==> src/rtl/seq_divider_pkg.sv <==
// seq_divider_pkg: shared state encoding and sizing helpers for the divider.
// Rev 1.0
`default_nettype none

package seq_divider_pkg;

  localparam int DIV_WIDTH = 32;

  typedef enum logic [1:0] {
    S_IDLE = 2'd0,
    S_RUN  = 2'd1,
    S_FIX  = 2'd2,
    S_DONE = 2'd3
  } div_state_e;

  // Iteration counter must hold WIDTH-1 with headroom for the terminal compare.
  function automatic int cnt_width(input int w);
    return $clog2(w) + 1;
  endfunction

endpackage

`default_nettype wire

==> src/rtl/seq_divider_step.sv <==
// div_step: one restoring shift/compare/subtract iteration on unsigned magnitudes.
// Rev 1.0
`default_nettype none

module div_step #(
  parameter int WIDTH = 32
) (
  input  logic [WIDTH-1:0] rem_i,
  input  logic [WIDTH-1:0] quo_i,
  input  logic [WIDTH-1:0] divisor_i,
  output logic [WIDTH-1:0] rem_o,
  output logic [WIDTH-1:0] quo_o
);

  logic [WIDTH-1:0] shifted;
  logic [WIDTH:0]   diff;
  logic             borrow;
  // Partial remainder stays below |B| <= 2^(WIDTH-1), so its MSB is always zero.
  logic             unused_rem_msb;

  assign unused_rem_msb = rem_i[WIDTH-1];
  assign shifted        = {rem_i[WIDTH-2:0], quo_i[WIDTH-1]};
  assign diff           = {1'b0, shifted} - {1'b0, divisor_i};
  assign borrow         = diff[WIDTH];
  assign rem_o          = borrow ? shifted : diff[WIDTH-1:0];
  assign quo_o          = {quo_i[WIDTH-2:0], ~borrow};

endmodule

`default_nettype wire

==> src/rtl/seq_divider.sv <==
// seq_divider: iterative signed restoring divider, one quotient bit per clock.
// Rev 1.0
`default_nettype none

module seq_divider
  import seq_divider_pkg::*;
#(
  parameter int WIDTH = DIV_WIDTH
) (
  input  logic             clock,
  input  logic             reset_n,
  input  logic             ctrl_DIV,
  input  logic [WIDTH-1:0] data_operandA,
  input  logic [WIDTH-1:0] data_operandB,
  output logic [WIDTH-1:0] data_result,
  output logic [WIDTH-1:0] data_remainder,
  output logic             data_exception,
  output logic             data_resultRDY
);

  localparam int CW = cnt_width(WIDTH);
  localparam logic [WIDTH-1:0] MIN_NEG = {1'b1, {(WIDTH-1){1'b0}}};

  div_state_e       state_q, state_d;
  logic [CW-1:0]    count_q, count_d;
  logic [WIDTH-1:0] rem_q, rem_d;
  logic [WIDTH-1:0] quo_q, quo_d;
  logic [WIDTH-1:0] divisor_q, divisor_d;
  logic             sgnq_q, sgnq_d;
  logic             sgnr_q, sgnr_d;
  logic             special_q, special_d;
  logic [WIDTH-1:0] result_q, result_d;
  logic [WIDTH-1:0] remout_q, remout_d;
  logic             exc_q, exc_d;
  logic             rdy_q, rdy_d;

  logic [WIDTH-1:0] step_rem, step_quo;
  logic [WIDTH-1:0] abs_a, abs_b;
  logic             is_special;

  assign abs_a      = data_operandA[WIDTH-1] ? -data_operandA : data_operandA;
  assign abs_b      = data_operandB[WIDTH-1] ? -data_operandB : data_operandB;
  assign is_special = (data_operandB == '0) ||
                      ((data_operandA == MIN_NEG) && (data_operandB == '1));

  div_step #(
    .WIDTH (WIDTH)
  ) u_step (
    .rem_i     (rem_q),
    .quo_i     (quo_q),
    .divisor_i (divisor_q),
    .rem_o     (step_rem),
    .quo_o     (step_quo)
  );

  always_comb begin
    state_d   = state_q;
    count_d   = count_q;
    rem_d     = rem_q;
    quo_d     = quo_q;
    divisor_d = divisor_q;
    sgnq_d    = sgnq_q;
    sgnr_d    = sgnr_q;
    special_d = special_q;
    result_d  = result_q;
    remout_d  = remout_q;
    exc_d     = exc_q;
    rdy_d     = 1'b0;

    case (state_q)
      S_IDLE: ;
      S_RUN: begin
        rem_d   = step_rem;
        quo_d   = step_quo;
        count_d = count_q + CW'(1);
        if (count_q == CW'(WIDTH - 1)) state_d = S_FIX;
      end
      S_FIX: begin
        result_d = sgnq_q ? -quo_q : quo_q;
        remout_d = sgnr_q ? -rem_q : rem_q;
        exc_d    = 1'b0;
        rdy_d    = 1'b1;
        state_d  = S_DONE;
      end
      S_DONE: begin
        // A special-case op enters DONE with its result still to publish.
        if (special_q) begin
          result_d  = '0;
          remout_d  = '0;
          exc_d     = 1'b1;
          rdy_d     = 1'b1;
          special_d = 1'b0;
        end else begin
          state_d = S_IDLE;
        end
      end
      default: state_d = S_IDLE;
    endcase

    // A new start abandons whatever is in flight without publishing it.
    if (ctrl_DIV) begin
      quo_d     = abs_a;
      rem_d     = '0;
      count_d   = '0;
      divisor_d = abs_b;
      sgnq_d    = data_operandA[WIDTH-1] ^ data_operandB[WIDTH-1];
      sgnr_d    = data_operandA[WIDTH-1];
      special_d = is_special;
      result_d  = result_q;
      remout_d  = remout_q;
      exc_d     = exc_q;
      rdy_d     = 1'b0;
      state_d   = is_special ? S_DONE : S_RUN;
    end
  end

  always_ff @(posedge clock) begin
    if (!reset_n) begin
      state_q   <= S_IDLE;
      count_q   <= '0;
      rem_q     <= '0;
      quo_q     <= '0;
      divisor_q <= '0;
      sgnq_q    <= 1'b0;
      sgnr_q    <= 1'b0;
      special_q <= 1'b0;
      result_q  <= '0;
      remout_q  <= '0;
      exc_q     <= 1'b0;
      rdy_q     <= 1'b0;
    end else begin
      state_q   <= state_d;
      count_q   <= count_d;
      rem_q     <= rem_d;
      quo_q     <= quo_d;
      divisor_q <= divisor_d;
      sgnq_q    <= sgnq_d;
      sgnr_q    <= sgnr_d;
      special_q <= special_d;
      result_q  <= result_d;
      remout_q  <= remout_d;
      exc_q     <= exc_d;
      rdy_q     <= rdy_d;
    end
  end

  assign data_result    = result_q;
  assign data_remainder = remout_q;
  assign data_exception = exc_q;
  assign data_resultRDY = rdy_q;

endmodule

`default_nettype wire

==> config.mk <==
export PLATFORM = sky130hd
export DESIGN_NAME = seq_divider
export DESIGN_NICKNAME = d
export VERILOG_FILES = /design/src/rtl/seq_divider_pkg.sv /design/src/rtl/seq_divider_step.sv /design/src/rtl/seq_divider.sv
export SDC_FILE = /design/constraint.sdc
export NUM_CORES = 1
export LEC_CHECK = 0
export BUFFER_PORTS_ARGS = -buffer_cell sky130_fd_sc_hd__buf_2
export CAP_MARGIN = 10
export CORE_ASPECT_RATIO = 0.7
export CORE_MARGIN = 1.5
export CORE_UTILIZATION = 57
export DETAILED_ROUTE_END_ITERATION = 8
export PLACE_DENSITY_LB_ADDON = 0.15
export SLEW_MARGIN = 20
export SYNTH_ARGS = -nofsm -noshare
export SYNTH_HDL_FRONTEND = slang
export SYNTH_HIERARCHICAL = 1
export SYNTH_SLANG_ARGS = --single-unit
==> constraint.sdc <==
create_clock -name clock -period 8.1 [get_ports clock]
set_input_delay 0.81 -clock clock [delete_from_list [all_inputs] [get_ports clock]]
set_output_delay 0.81 -clock clock [all_outputs]
set_load 0.05 [all_outputs]
Word-level counts from Yosys, hierarchy flattened
Cells that the tools add are included.
- bits of input ports: 67
- memory bits (writable): 0
- memories kept: 0
- output and inout port bits: 66
- ROM bits: 0
- bits in latches: 0
- flip-flop bits (word level): 173
- word-level logic and storage cells: 62
- add/subtract/negate cells: 6
- shifts and indexed selects: 0
- equal/unequal tests: 9
- order comparisons: 0
- muxes and demuxes: 21
- div/mod/pow operators: 0
- reduce and logical (&&, ||, !) cells: 10
- bitwise logic cells: 4
- multiply operators: 0
- operator list (kind ; number):
    $mux 32 ; 8
    $neg 32->32 ; 4
    $pmux 32 s2 ; 2
    $eq 32x32->1 const B ; 2
    $sub 32x32->33 ; 1
    $logic_not 32->1 ; 1
    $mux 2 ; 4
    $add 6x1->6 const B ; 1
    $eq 6x5->1 const B ; 1
    $ne 3x3->1 const B ; 2
    $pmux 2 s3 ; 1
    $reduce_and 3->1 ; 2
    $reduce_bool 2->1 ; 3
    $eq 2x2->1 const B ; 2
    $mux 1 ; 4
    $pmux 1 s2 ; 2
    $reduce_bool 4->1 ; 1
    $not 1->1 ; 3
    $eq 2x1->1 const B ; 1
    $ne 2x2->1 const B ; 1
    $reduce_or 2->1 ; 1
    $logic_and 1x1->1 ; 1
    $logic_or 1x1->1 ; 1
    $xor 1x1->1 ; 1

Depth between registers and ports, before layout
- depth in word-level cells: 5
- depth in mapped cells: 16
- gate-level depth less buffers: 14

Cells and area by module
Netlist, hierarchy kept.
- modules (own cells, without submodules) (module ; sequential area each (um2) ; cells an instance ; area each (um2) ; instances):
    seq_divider ; 3463.3 ; 1117 ; 8923.6 ; 1
    div_step ; 0.0 ; 387 ; 2458.6 ; 1

Worst setup path after synthesis
Ideal clock, no wire load.
- path type: input -> register
- from: input data_operandB[18]
- to: register divisor_q[27]
- stages: 6
- library setup time: 0.062 ns
- path buffers: 1
- arrival time: 2.703 ns
- slack: 5.335 ns
- required time: 8.038 ns
- cell sequence: or3_1 or4b_1 buf_2 or3_4 or4_1 nand3_1
- word-level cells in the longest chain between the ends: 2
- ends and longest elaborated chain (what ; RTL line ; RTL):
    start: declaration ; seq_divider.sv:14 ; input logic [WIDTH-1:0] data_operandB,
    $neg 32->32 ; seq_divider.sv:42 ; assign abs_b = data_operandB[WIDTH-1] ? -data_operandB : data_operandB;
    $mux 32 ; seq_divider.sv:42 ;
    end signal: assignment ; seq_divider.sv:136 ; divisor_q <= divisor_d;
    end: declaration ; seq_divider.sv:28 ; logic [WIDTH-1:0] divisor_q, divisor_d;
Every way passes these cells.
A chain may end at the register's enable or synchronous reset.

Worst setup path in the final report
- from: register rem_q[1]
- to: register rem_q[11]
- word-level cells in the longest chain between the ends: 2
- ends and longest elaborated chain (what ; RTL line ; RTL):
    start: declaration ; seq_divider.sv:26 ; logic [WIDTH-1:0] rem_q, rem_d;
    start signal: assignment ; seq_divider.sv:134 ; rem_q <= rem_d;
    $sub 32x32->33 ; seq_divider_step.sv:23 ; assign diff = {1'b0, shifted} - {1'b0, divisor_i};
    $mux 32 ; seq_divider_step.sv:25 ; assign rem_o = borrow ? shifted : diff[WIDTH-1:0];
    named net step_rem[11] ; seq_divider.sv:37 ; logic [WIDTH-1:0] step_rem, step_quo;
The timed path passes the listed nets, and every way through them passes these cells.

==> summary.md <==
| Metric | Value |
|---|---|
| Leak Pwr | `4.97 nW` |
| Die ar. | `20,800 um^2` |
| Total negative slack | `0 ps` |
| HP Class | `flip-flop to flip-flop` |
| Max H-tree Level | `4` |
| Antenna violations before repair | `0` |
| Num CTS Buffers | `17` |
| Largest net degree at the start of global routing | `95` |
| ANT cells | `0` |
| Die width | `172 um` |
| Power Total | `2.05 mW` |
| Final Max Slew Viols | `0` |
| Synthesized area | `11,400 um^2` |
| Hold Path Depth | `2` |
| Worst slew margin | `30.0%` |
| Final non-filler cell total | `1,829` |
| FF-to-FF End | `rem_q[11]` |
| Max cap viols | `0` |
| Crit Reg-Reg Startpoint | `rem_q[1]` |
| Synth top area share | `30.4%` |
| RSZ-0062 raised after global routing | `no` |
| Filler instances | `1,847` |
| Clk_skew | `18.7 ps` |
| Min Clock Period, post-route | `4020 ps` |
| Placed Instances | `1,797` |
| Cell taking the most area after synthesis | `dfxtp_1` |
| Status | `complete, no violations` |
| Post-synthesis instance total | `1,504` |
| Net Sw Frac | `30.7%` |
| Period utilization | `49.7%` |
| Crit-path cells | `ha_1 > nor2b_1 > o31ai_1 > a211oi_1 > nor2_2 > a31oi_2 > a311oi_4 > inv_2 > mux2_4 > nand2_1 > a21oi_1` |
| Distinct cells, synth | `78` |
| Area taken by multi-input logic gates | `7140 um^2` |
| Worst EP required | `8400 ps` |
| Post-detail-place hpwl | `23,000 um` |
| Row count | `43` |
| Kind of critical path | `flip-flop to flip-flop` |
| Hold_sp | `data_result[29]` |
| Number of global-route vias before repair | `9,223` |
| Ranking of synthesized cells by area | `dfxtp_1, xor2_1, nand2_1` |
| Syn Nets | `1,610` |
| Vias per inst | `6.03` |
| Latest clock arrival within the worst-skew pair | `440 ps` |
| Pwr dens | `165 nW/um^2` |
| Share of the core filled with cells | `63.2%` |
| Starting Density | `57.8%` |
| GRT Util Overall | `30.2%` |
| Initial DRC Count | `1,173` |
| # setup viols final | `0` |
| RD Place Congestion | `0.946` |
| Arr. time, crit path | `4320 ps` |
| Buffers added on ports | `132` |
| Clock sink count | `173` |
| Async SR Flop Fraction | `0%` |
| FMAX | `249 MHz` |
| Layout cells sized above 1 | `12.8%` |
| Yosys warnings | `6` |
| Global-route wire length before repair | `49,300 um` |
| Reg2reg setup slack | `4080 ps` |
| #FFs+latches synth | `173` |
| Syn-to-layout area delta | `9.32%` |
| Root buffer cell | `clkbuf_16` |
| Combinational share of power | `16.3%` |
| Sequential Power Share | `44.4%` |
| Avg WL per Cell | `17.0 um` |
| CTS resizes | `0` |
| Synth Flop Type | `dfxtp_1` |
| Post-synth EDFFs | `0` |
| Hold Crit Endpoint | `data_result[29]` |
| CTS tree | `yes` |
| Drt total wl | `31,200 um` |
| Final Net Count | `1,652` |
| Total area of sequential cells | `3470 um^2` |
| Slew @ Worst Pin | `1050 ps` |
| Post-placement cell area | `11,900 um^2` |
| Io pins | `133` |
| Worst Setup Start Kind | `flip-flop` |
| CTS Hold Bufs | `0` |
| Clock network power share | `39.3%` |
| Max incr delay on CP | `930 ps` |
| Total gr overflow | `0` |
| Die height | `121 um` |
| Syn Area/Cell | `7.57 um^2` |
| Worst Setup End Kind | `flip-flop` |
| Int Power | `1.42 mW` |
| Core ar. | `19,700 um^2` |
| Post-route cell area | `12,400 um^2` |
| # DRC | `0` |
| Post-synthesis sequential area ratio | `30.4%` |
| Fin. Hold Viols | `0` |
| Maximum VDD drop | `0.000117 V` |
| Max FO, Critical Path | `39` |
| Clk pin slew, worst setup/hold paths | `80 ps` |
| Drt pass-1 iters | `5` |
| Switching power | `629 uW` |
| Final ANT Viol Nets | `0` |
| CP max stage cell | `a311oi_4` |
| Postcts setup bufs | `0` |
| Worst reg-to-reg path cell count | `11` |
| Max Buffers Root-to-Sink | `2` |
| Vias post-DR | `11,020` |
critical path: cells and delay by family, from the launching register on:
family,cells,cell delay [ps]
mux,1,440
flops,1,450
buf+inv,1,580
fa+ha+maj,1,320
simple gates,3,440
compound gates,5,1650
flip-flops by register name, indices dropped and copies added, names as in the netlist:
signal,cells
special_q,1
sgnr_q,1
data_resultRDY,1
quo_q,32
data_remainder,32
divisor_q,32
data_result,32
sgnq_q,1
data_exception,1
count_q,6
rem_q,32
state_q,2
final cells by class:
type / count / share of cell area [%]
clock buffer: 19 / 3.64
clock inverter: 13 / 0.965
inverter: 58 / 1.75
multi-input combinational: 1157 / 57.3
sequential: 173 / 27.9
tap: 270 / 2.71
timing repair buffer: 139 / 5.73
layer usage:
metal	up-vias	global-route usage, %	part of all wire [%]
met4	0	6.25	0.95
li1	5405	-	-
met2	469	39.9	39
met3	30	5.81	9.3
met5	-	0	0
met1	5116	48.8	50
power by group through the flow:
stage / logic (mW) / clock network [mW] / registers (mW)
final: 0.335 / 0.806 / 0.911
after global routing: 0.368 / 0.855 / 0.915
after CTS: 0.328 / 0.815 / 0.910
after detailed placement: 0.326 / 0 / 0.929
after global placement: 0.322 / 0 / 0.928
after floorplan: 0.255 / 0 / 0.915
how the worst max path moves through the flow:
stage / end / from / cells past startpoint / slack (ps)
6_report: rem_q[11] / rem_q[1] / 11 / 4080
5_1_grt: rem_q[11] / rem_q[1] / 11 / 3830
4_1_cts: rem_q[11] / rem_q[1] / 11 / 4170
3_5_place_dp: rem_q[11] / rem_q[1] / 11 / 4180
3_3_place_gp: rem_q[11] / rem_q[1] / 11 / 4270
2_1_floorplan: divisor_q[27] / data_operandB[18] / 6 / 5330
cells in the final DEF (no fill, tap or decap), types with 8 or more instances in the layout:
| cell | count |
|---|---|
| o41ai_1 | 31 |
| o22ai_1 | 11 |
| nor2_1 | 108 |
| clkbuf_16 | 17 |
| nor2b_1 | 10 |
| nand2_1 | 239 |
| o21ai_0 | 78 |
| a21oi_1 | 120 |
| nand2b_1 | 18 |
| or4_1 | 16 |
| nand3_1 | 20 |
| a31oi_1 | 10 |
| ha_1 | 38 |
| buf_2 | 132 |
| dfxtp_1 | 171 |
| xor2_1 | 108 |
| inv_1 | 57 |
| a211oi_1 | 24 |
| a21o_1 | 9 |
| xnor2_1 | 30 |
| and2_1 | 9 |
| mux2i_1 | 19 |
| nand4_1 | 19 |
| nor4_1 | 17 |
| a22oi_1 | 8 |
| or3_1 | 21 |
| o31ai_1 | 43 |
| nor3_1 | 14 |
| o21ai_1 | 46 |
cells by family (layout without fill, tap and decap cells):
group / Yosys count / in the layout / synth area share (%)
AOI/OAI and AO/OA: 435 / 435 / 24.3
xor gates and xnor gates: 138 / 138 / 10.6
adders and majority gates: 39 / 39 / 4.35
buffers and inverters: 174 / 229 / 7.07
DFF: 173 / 173 / 30.4
muxes: 21 / 21 / 1.90
and+or+nand+nor: 524 / 524 / 21.4
metrics by stage:
stage	worst slack [ps]	hold WS [ps]
3_3_place_gp	4270	429
5_1_grt	3830	468
6_report	4080	444
4_1_cts	4170	448
3_5_place_dp	4180	437
2_1_floorplan	5330	425
cell usage after synthesis (all sizes together) (5+ instances only):
master	number
or4	16
a31oi	11
or2	10
xor2	108
nor4	18
nor3	15
mux2i	19
nand4	19
a22oi	8
a21o	9
o41ai	33
dfxtp	173
a21oi	122
nand2b	19
and2	10
ha	38
o21a	7
a211oi	25
buf	51
a21boi	5
o21ai	124
o31ai	43
nand2	239
o22ai	11
or3	23
inv	58
nor2	109
xnor2	30
clkbuf	65
nor2b	11
nand3	20
Power figures use the tool's default switching activity.
